==> config.mk <==
export PLATFORM = sky130hd
export DESIGN_NAME = stopwatch_controller
export DESIGN_NICKNAME = d
export VERILOG_FILES = /design/src/rtl/stopwatch_controller.sv
export SDC_FILE = /design/constraint.sdc
export NUM_CORES = 1
export LEC_CHECK = 0
export CORE_ASPECT_RATIO = 0.6
export CORE_MARGIN = 2
export CORE_UTILIZATION = 42
export DETAILED_ROUTE_END_ITERATION = 8
export SYNTH_ARGS = -nofsm -noshare
export SYNTH_HDL_FRONTEND = slang
export SYNTH_SLANG_ARGS = --single-unit
export TNS_END_PERCENT = 20
==> constraint.sdc <==
create_clock -name clk -period 6.2 [get_ports clk]
set_input_delay 0.93 -clock clk [delete_from_list [all_inputs] [get_ports clk]]
set_output_delay 0.93 -clock clk [all_outputs]
set_load 0.005 [all_outputs]
==> src/rtl/stopwatch_controller.sv <==
// Stopwatch control FSM: synchronizes/debounces buttons, sequences IDLE/RUN/PAUSE/DONE, drives timer strobes and blink.
// Latency: raw edge -> press pulse after sync + DEBOUNCE_CYCLES + 1; press -> state/pulse outputs one cycle later.
// Backpressure: none; inputs are levels/pulses sampled every cycle and all outputs are registered.
module stopwatch_controller #(
    parameter int DEBOUNCE_CYCLES = 1000000,
    parameter int BLINK_TICKS     = 50
) (
    input  logic       clk,
    input  logic       reset,
    input  logic       btn_start_raw,
    input  logic       btn_clear_raw,
    input  logic [1:0] mode_sw,
    input  logic [7:0] load_sw,
    input  logic       tick,
    input  logic       timer_zero,
    output logic       run_en,
    output logic       clear,
    output logic       load_strobe,
    output logic [7:0] load_value,
    output logic [1:0] mode_out,
    output logic       blank,
    output logic [1:0] state
);

    typedef enum logic [1:0] {
        IDLE  = 2'd0,
        RUN   = 2'd1,
        PAUSE = 2'd2,
        DONE  = 2'd3
    } state_t;

    localparam int DCW = $clog2(DEBOUNCE_CYCLES + 1);
    localparam int BCW = $clog2(BLINK_TICKS + 1);
    localparam logic [DCW-1:0] DB_LAST = DCW'(DEBOUNCE_CYCLES - 1);
    localparam logic [BCW-1:0] BL_LAST = BCW'(BLINK_TICKS - 1);

    state_t cur_st, nxt_st;
    logic   clr_nxt, ld_nxt;

    logic [1:0]     raw;
    logic [1:0]     sync1, sync2, db, db_prev, press, armed;
    logic [DCW-1:0] db_cnt [2];
    logic [1:0]     settle;
    logic [BCW-1:0] blink_cnt;
    logic [1:0]     mode_sane;
    logic           start_press, clear_press;

    assign raw         = {btn_clear_raw, btn_start_raw};
    assign start_press = press[0];
    assign clear_press = press[1];
    assign mode_sane   = (mode_sw == 2'b01) ? 2'b01 : 2'b00;
    assign state       = cur_st;

    function automatic logic [3:0] bcd_clamp(input logic [3:0] n);
        return (n > 4'd9) ? 4'd9 : n;
    endfunction

    // A button must be seen released after reset before it may produce a press,
    // so a button held through reset does not fire on release of reset.
    always_ff @(posedge clk) begin
        if (reset) begin
            sync1   <= '0;
            sync2   <= '0;
            db      <= '0;
            db_prev <= '0;
            press   <= '0;
            armed   <= '0;
            settle  <= '0;
            for (int i = 0; i < 2; i++) db_cnt[i] <= '0;
        end else begin
            sync1   <= raw;
            sync2   <= sync1;
            db_prev <= db;
            press   <= db & ~db_prev & armed;
            if (settle != 2'd2) settle <= settle + 2'd1;
            for (int i = 0; i < 2; i++) begin
                if (settle == 2'd2 && !sync2[i]) armed[i] <= 1'b1;
                if (sync2[i] != db[i]) begin
                    if (db_cnt[i] == DB_LAST) begin
                        db[i]     <= ~db[i];
                        db_cnt[i] <= '0;
                    end else begin
                        db_cnt[i] <= db_cnt[i] + DCW'(1);
                    end
                end else begin
                    db_cnt[i] <= '0;
                end
            end
        end
    end

    always_comb begin
        nxt_st  = cur_st;
        clr_nxt = 1'b0;
        ld_nxt  = 1'b0;
        if (clear_press) begin
            nxt_st  = IDLE;
            clr_nxt = 1'b1;
        end else begin
            case (cur_st)
                IDLE: if (start_press) begin
                    if (mode_out == 2'b01) begin
                        if (load_value != 8'h00) begin
                            nxt_st = RUN;
                            ld_nxt = 1'b1;
                        end
                    end else begin
                        nxt_st  = RUN;
                        clr_nxt = 1'b1;
                    end
                end
                RUN: begin
                    if (mode_out == 2'b01 && timer_zero) nxt_st = DONE;
                    else if (start_press)                nxt_st = PAUSE;
                end
                PAUSE:   if (start_press) nxt_st = RUN;
                DONE:    if (start_press) nxt_st = IDLE;
                default: nxt_st = IDLE;
            endcase
        end
    end

    always_ff @(posedge clk) begin
        if (reset) begin
            cur_st      <= IDLE;
            run_en      <= 1'b0;
            clear       <= 1'b0;
            load_strobe <= 1'b0;
            load_value  <= 8'h00;
            mode_out    <= 2'b00;
            blank       <= 1'b0;
            blink_cnt   <= '0;
        end else begin
            cur_st      <= nxt_st;
            run_en      <= (nxt_st == RUN);
            clear       <= clr_nxt;
            load_strobe <= ld_nxt;
            load_value  <= {bcd_clamp(load_sw[7:4]), bcd_clamp(load_sw[3:0])};
            if (cur_st == IDLE) mode_out <= mode_sane;
            // Blink restarts from 0 on every DONE entry and is forced off outside DONE.
            if (cur_st != DONE || nxt_st != DONE) begin
                blink_cnt <= '0;
                blank     <= 1'b0;
            end else if (tick) begin
                if (blink_cnt == BL_LAST) begin
                    blink_cnt <= '0;
                    blank     <= ~blank;
                end else begin
                    blink_cnt <= blink_cnt + BCW'(1);
                end
            end
        end
    end

endmodule

# --- After elaboration in Yosys (flattened, before gate mapping) ---
# Memories as Yosys holds them, arrays and structs flattened.
# Index checks and enable logic that the tools add are counted.
classes:
  order_cmp: 2
  n_bitwise: 15
  n_addsub: 4
  mux: 48
  n_reduce_logical: 15
  n_eq_ne: 15
op_table:
  columns: ["operator", "count"]
  rows:
  - ["$mux 20", 6]
  - ["$add 20x1->20 const B", 2]
  - ["$eq 20x20->1 const B", 2]
  - ["$mux 1", 30]
  - ["$mux 2", 8]
  - ["$eq 2x1->1 const B", 4]
  - ["$gt 4x4->1 const B", 2]
  - ["$mux 4", 2]
  - ["$pmux 2 s4", 1]
  - ["$reduce_bool 8->1", 1]
  - ["$add 6x1->6 const B", 1]
  - ["$eq 2x2->1 const B", 3]
  - ["$eq 6x6->1 const B", 1]
  - ["$mux 6", 1]
  - ["$ne 2x2->1 const B", 3]
  - ["$not 1->1", 6]
  - ["$or 1x1->1", 6]
  - ["$reduce_and 2->1", 3]
  - ["$reduce_or 2->1", 3]
  - ["$reduce_or 5->1", 1]
  - ["$and 2x2->2", 2]
  - ["$logic_and 1x1->1", 3]
  - ["$add 2x1->2 const B", 1]
  - ["$logic_not 1->1", 2]
  - ["other kinds (4)", 5]
word_totals:
  reg_bits: 36
  input_bits: 16
  memories: 1
  output_inout_bits: 16
  wordCells: 119
  mem_bits_rw: 40
mem_list:
  columns: ["memory", "words", "word_bits", "rd", "rd_clocked_by_memory_dff", "write_ports", "line_no", "rtl"]
  rows:
  - ["db_cnt", 2, 20, 2, 0, 2, "42", "logic [DCW-1:0] db_cnt [2];"]

# --- Depth between registers and ports, before layout ---
depth:
  ltp_word: 9
  mapped_depth: 7
  ltp_nobuf: 5

# --- Worst setup path before layout ---
# No wires, ideal clock.
synth_path:
  kind: "register to register"
  from: "memory db_cnt[1][6] (netlist bit)"
  to: "memory db_cnt[1][6] (netlist bit), data pin"
  setup_ns: 0.254
  path_slack_ns: 4.112
  path_stages_with_launch: 7
  arrival_ns: 1.834
  path_cell_list: "edfxtp_1 or4_1 nor4_1 a21o_1 buf_4 buf_4 nor2_1"
synth_rtl:
  columns: ["element", "line_no"]
  rows:
  - ["from (decl)", "42"]

==> metrics.cfg <==
[worst_setup_path]
crit_path_end_kind=flip-flop
critPathRequiredTime_ns=6.26
r2r_start=db_cnt[1][6]
crit_start=db_cnt[1][6]
critPathKind=reg -> reg
crit_arrival_ns=2.60
r2r-end=db_cnt[1][9]
cp-endpoint=db_cnt[1][9]
critPathLaunchType=flip-flop
reg2reg_depth=4
r2r_slack_ns=3.66
worst-path-max-fanout=18

[place]
gp_congestion=0.790
io_buffers=30
dp_cells=514
post-dp-hpwl_um=4750
place_area_um2=4040

[timing]
rsz0062_at_grt=false
max_slew_margin_pct=47.4
worst_slew_pin_slew_ns=0.789
period_share_pct=40.9
clock.fmax_mhz=394
finalCriticalPeriod_ns=2.54
slew_violations=0
fin_setup_tns_ns=0
hold_viol_final=0
setup_violations=0
finClkSkew_ns=0.00321

[synth]
synth_area_per_cell_um2=10.2
synth_edf_count=40
ys_seq_area_share_pct=54.3
ys_warn_count=0
async_reset_ff_share_pct=0
ys_ff_latch=75
ys_top_cells_by_area=edfxtp_1 34%, dfxtp_1 20%, xnor2_1 5.0%, nor2_1 4.9%, a21oi_1 3.6%
yosysTopAreaCellShare_pct=34.3
synthFlopType=edfxtp_1
synth.distinct_cells=42
synth_area_um2=3500
synth_area_leader_cell=edfxtp_1
syn_inst=345

[drt]
ant_nets=0
drt_first_pass_iters=4
drt-total-wl_um=6620
post_drt_via_cell_ratio=4.83
drcViolationCount=0
drt-wirelength-per-cell_um=12.5
vias=2561
drtIter0Drc=200

[cts]
clkSlewWorstSetupHoldPaths_ns=0.06
cts_root_buffer=clkbuf_16
cts_buffer_depth=2
post_cts_buffers=0
clk_latency_ns=0.33
holdBufCountCts=0
cts_tree=done
htree_levels=3
cts_resized=0
cts_buffers=9
cts.sinks=75

[power]
clkPwrFrac_pct=41.8
seq_power_share_pct=51.3
total_power_w=0.00111
internal-power_w=0.000858
switching_share_pct=22.7
power_density_nw_per_um2=258
p_sw_w=0.000251
ir_drop_mv=0.130
comb_power_share_pct=6.9
p_leak_nw=1.49

[floorplanning]
die_w_um=122
core_area_um2=7980
start_util_pct=43.9
ios=32
die_y_um=74.7
design.die.area_um2=9110
row_count=25

[global_routing]
grt_max_degree=29
antenna_found_initial=0
grt_pass1_vias=2394
gr-usage-met2_pct=21.6
grt_use_met3_pct=5.53
overflow=0
busiest_layer=met1
grt_pass1_wl_um=11400
met1_usage_pct=24.3
track_usage_pct=16.4

[final_layout]
utilization_pct=54.0
synthToLayoutAreaGrowth_pct=22.9
final_cells=530
final_nets=438
drive_gt1_share_pct=5.45
stdcell_area_um2=4300
diodes=0

[min_path]
hold_path.class=reg -> reg

[run]
cap_violations=0

[status]
status=complete, no violations

==> synthesized netlist by cell type (3+ instances only) <==
cell / count
edfxtp_1: 40
nand2_1: 17
nor3b_1: 4
clkbuf_1: 3
nor3_1: 5
nor2_1: 46
o21ai_0: 10
buf_4: 3
nand4_1: 8
ha_1: 5
or3_1: 6
or4_1: 10
nand3_1: 15
xor2_1: 12
nand2b_1: 5
o31ai_1: 7
nor4b_1: 4
nor2b_1: 9
inv_1: 16
and3_1: 3
nand3b_1: 3
dfxtp_1: 35
xnor2_1: 20
and4_1: 3
a21oi_1: 25
nor4_1: 9
==> layout by cell type (no fill, tap or decap), types with 12 or more instances in the layout <==
cell	synthesis	final
nor2_1	46	46
clkdlybuf4s50_1	0	30
edfxtp_1	40	40
xnor2_1	20	20
a21oi_1	25	25
dfxtp_1	35	35
nand2_1	17	17
inv_1	16	16
xor2_1	12	12
conb_1	2	41
nand3_1	15	15
==> layout make-up <==
class | count | area (um2)
fillers | 734 | 3670
flip-flops and latches | 75 | 1900
multi-input cells | 284 | 1640
repair buffers | 31 | 308
clock buffers | 12 | 236
well taps | 108 | 135
inverters | 16 | 60.1
clock inverters | 4 | 23.8
==> critical path: stages, from the launching register on <==
cell and delay [ns]:
edfxtp_1 0.46, or4_1 0.59, nor4_1 0.50, a21o_1 0.60, nor2_1 0.11
==> power by group through the flow <==
stage / Clock [W] / Combinational (W) / Sequential [W]
2_1_floorplan: 0 / 0.0000524 / 0.000574
3_3_place_gp: 0 / 0.0000748 / 0.000578
6_report: 0.000464 / 0.0000767 / 0.000570
5_1_grt: 0.000493 / 0.0000900 / 0.000573
3_5_place_dp: 0 / 0.0000761 / 0.000579
4_1_cts: 0.000480 / 0.0000769 / 0.000569
==> per-stage QoR <==
step                      hold slack, ns  setup WS, ns
after floorplan                    0.414          4.11
after global placement             0.417          3.45
after detailed placement           0.434          3.37
after CTS                          0.446          3.63
after global routing               0.459          3.48
final                              0.443          3.66
==> flip-flops by register name, indices dropped and copies added, names as in the netlist, 2 cells and up <==
name / count
db_cnt: 40
load_value: 8
blink_cnt: 6
armed: 2
db: 2
db_prev: 2
press: 2
settle: 2
state: 2
sync1: 2
sync2: 2
==> kinds of logic (layout without fill, tap and decap cells) <==
kind of cell             Yosys count  after routing  synth area share [%]
AO/OA/AOI/OAI                     47             47                  7.65
XOR/XNOR                          32             32                  8.00
adder cells (fa/ha/maj)            5              5                  1.79
buffers and inverters             25             63                  3.07
flip-flops                        75             75                  54.3
other                              2             41                 0.214
AND/OR/NAND/NOR                  159            159                  25.0
==> worst min path at each step <==
| stage | startpoint | endpoint | slack [ns] | depth (start not counted) |
|---|---|---|---|---|
| 2_1_floorplan | sync1[0] | sync2[0] | 0.41 | 1 |
| 3_3_place_gp | sync1[0] | sync2[0] | 0.42 | 1 |
| 3_5_place_dp | sync1[0] | sync2[0] | 0.43 | 1 |
| 4_1_cts | sync1[0] | sync2[0] | 0.45 | 1 |
| 5_1_grt | sync1[1] | sync2[1] | 0.46 | 1 |
| 6_report | sync1[0] | sync2[0] | 0.44 | 1 |
==> layer usage <==
layer | wire [um] | part of all wire (%) | up-vias
met5 | 0 | 0 | -
met4 | 105 | 1.6 | 0
met3 | 441 | 6.7 | 10
met2 | 2310 | 35 | 59
met1 | 3770 | 57 | 1149
li1 | - | - | 1343
(Power assumes the default switching activity.)
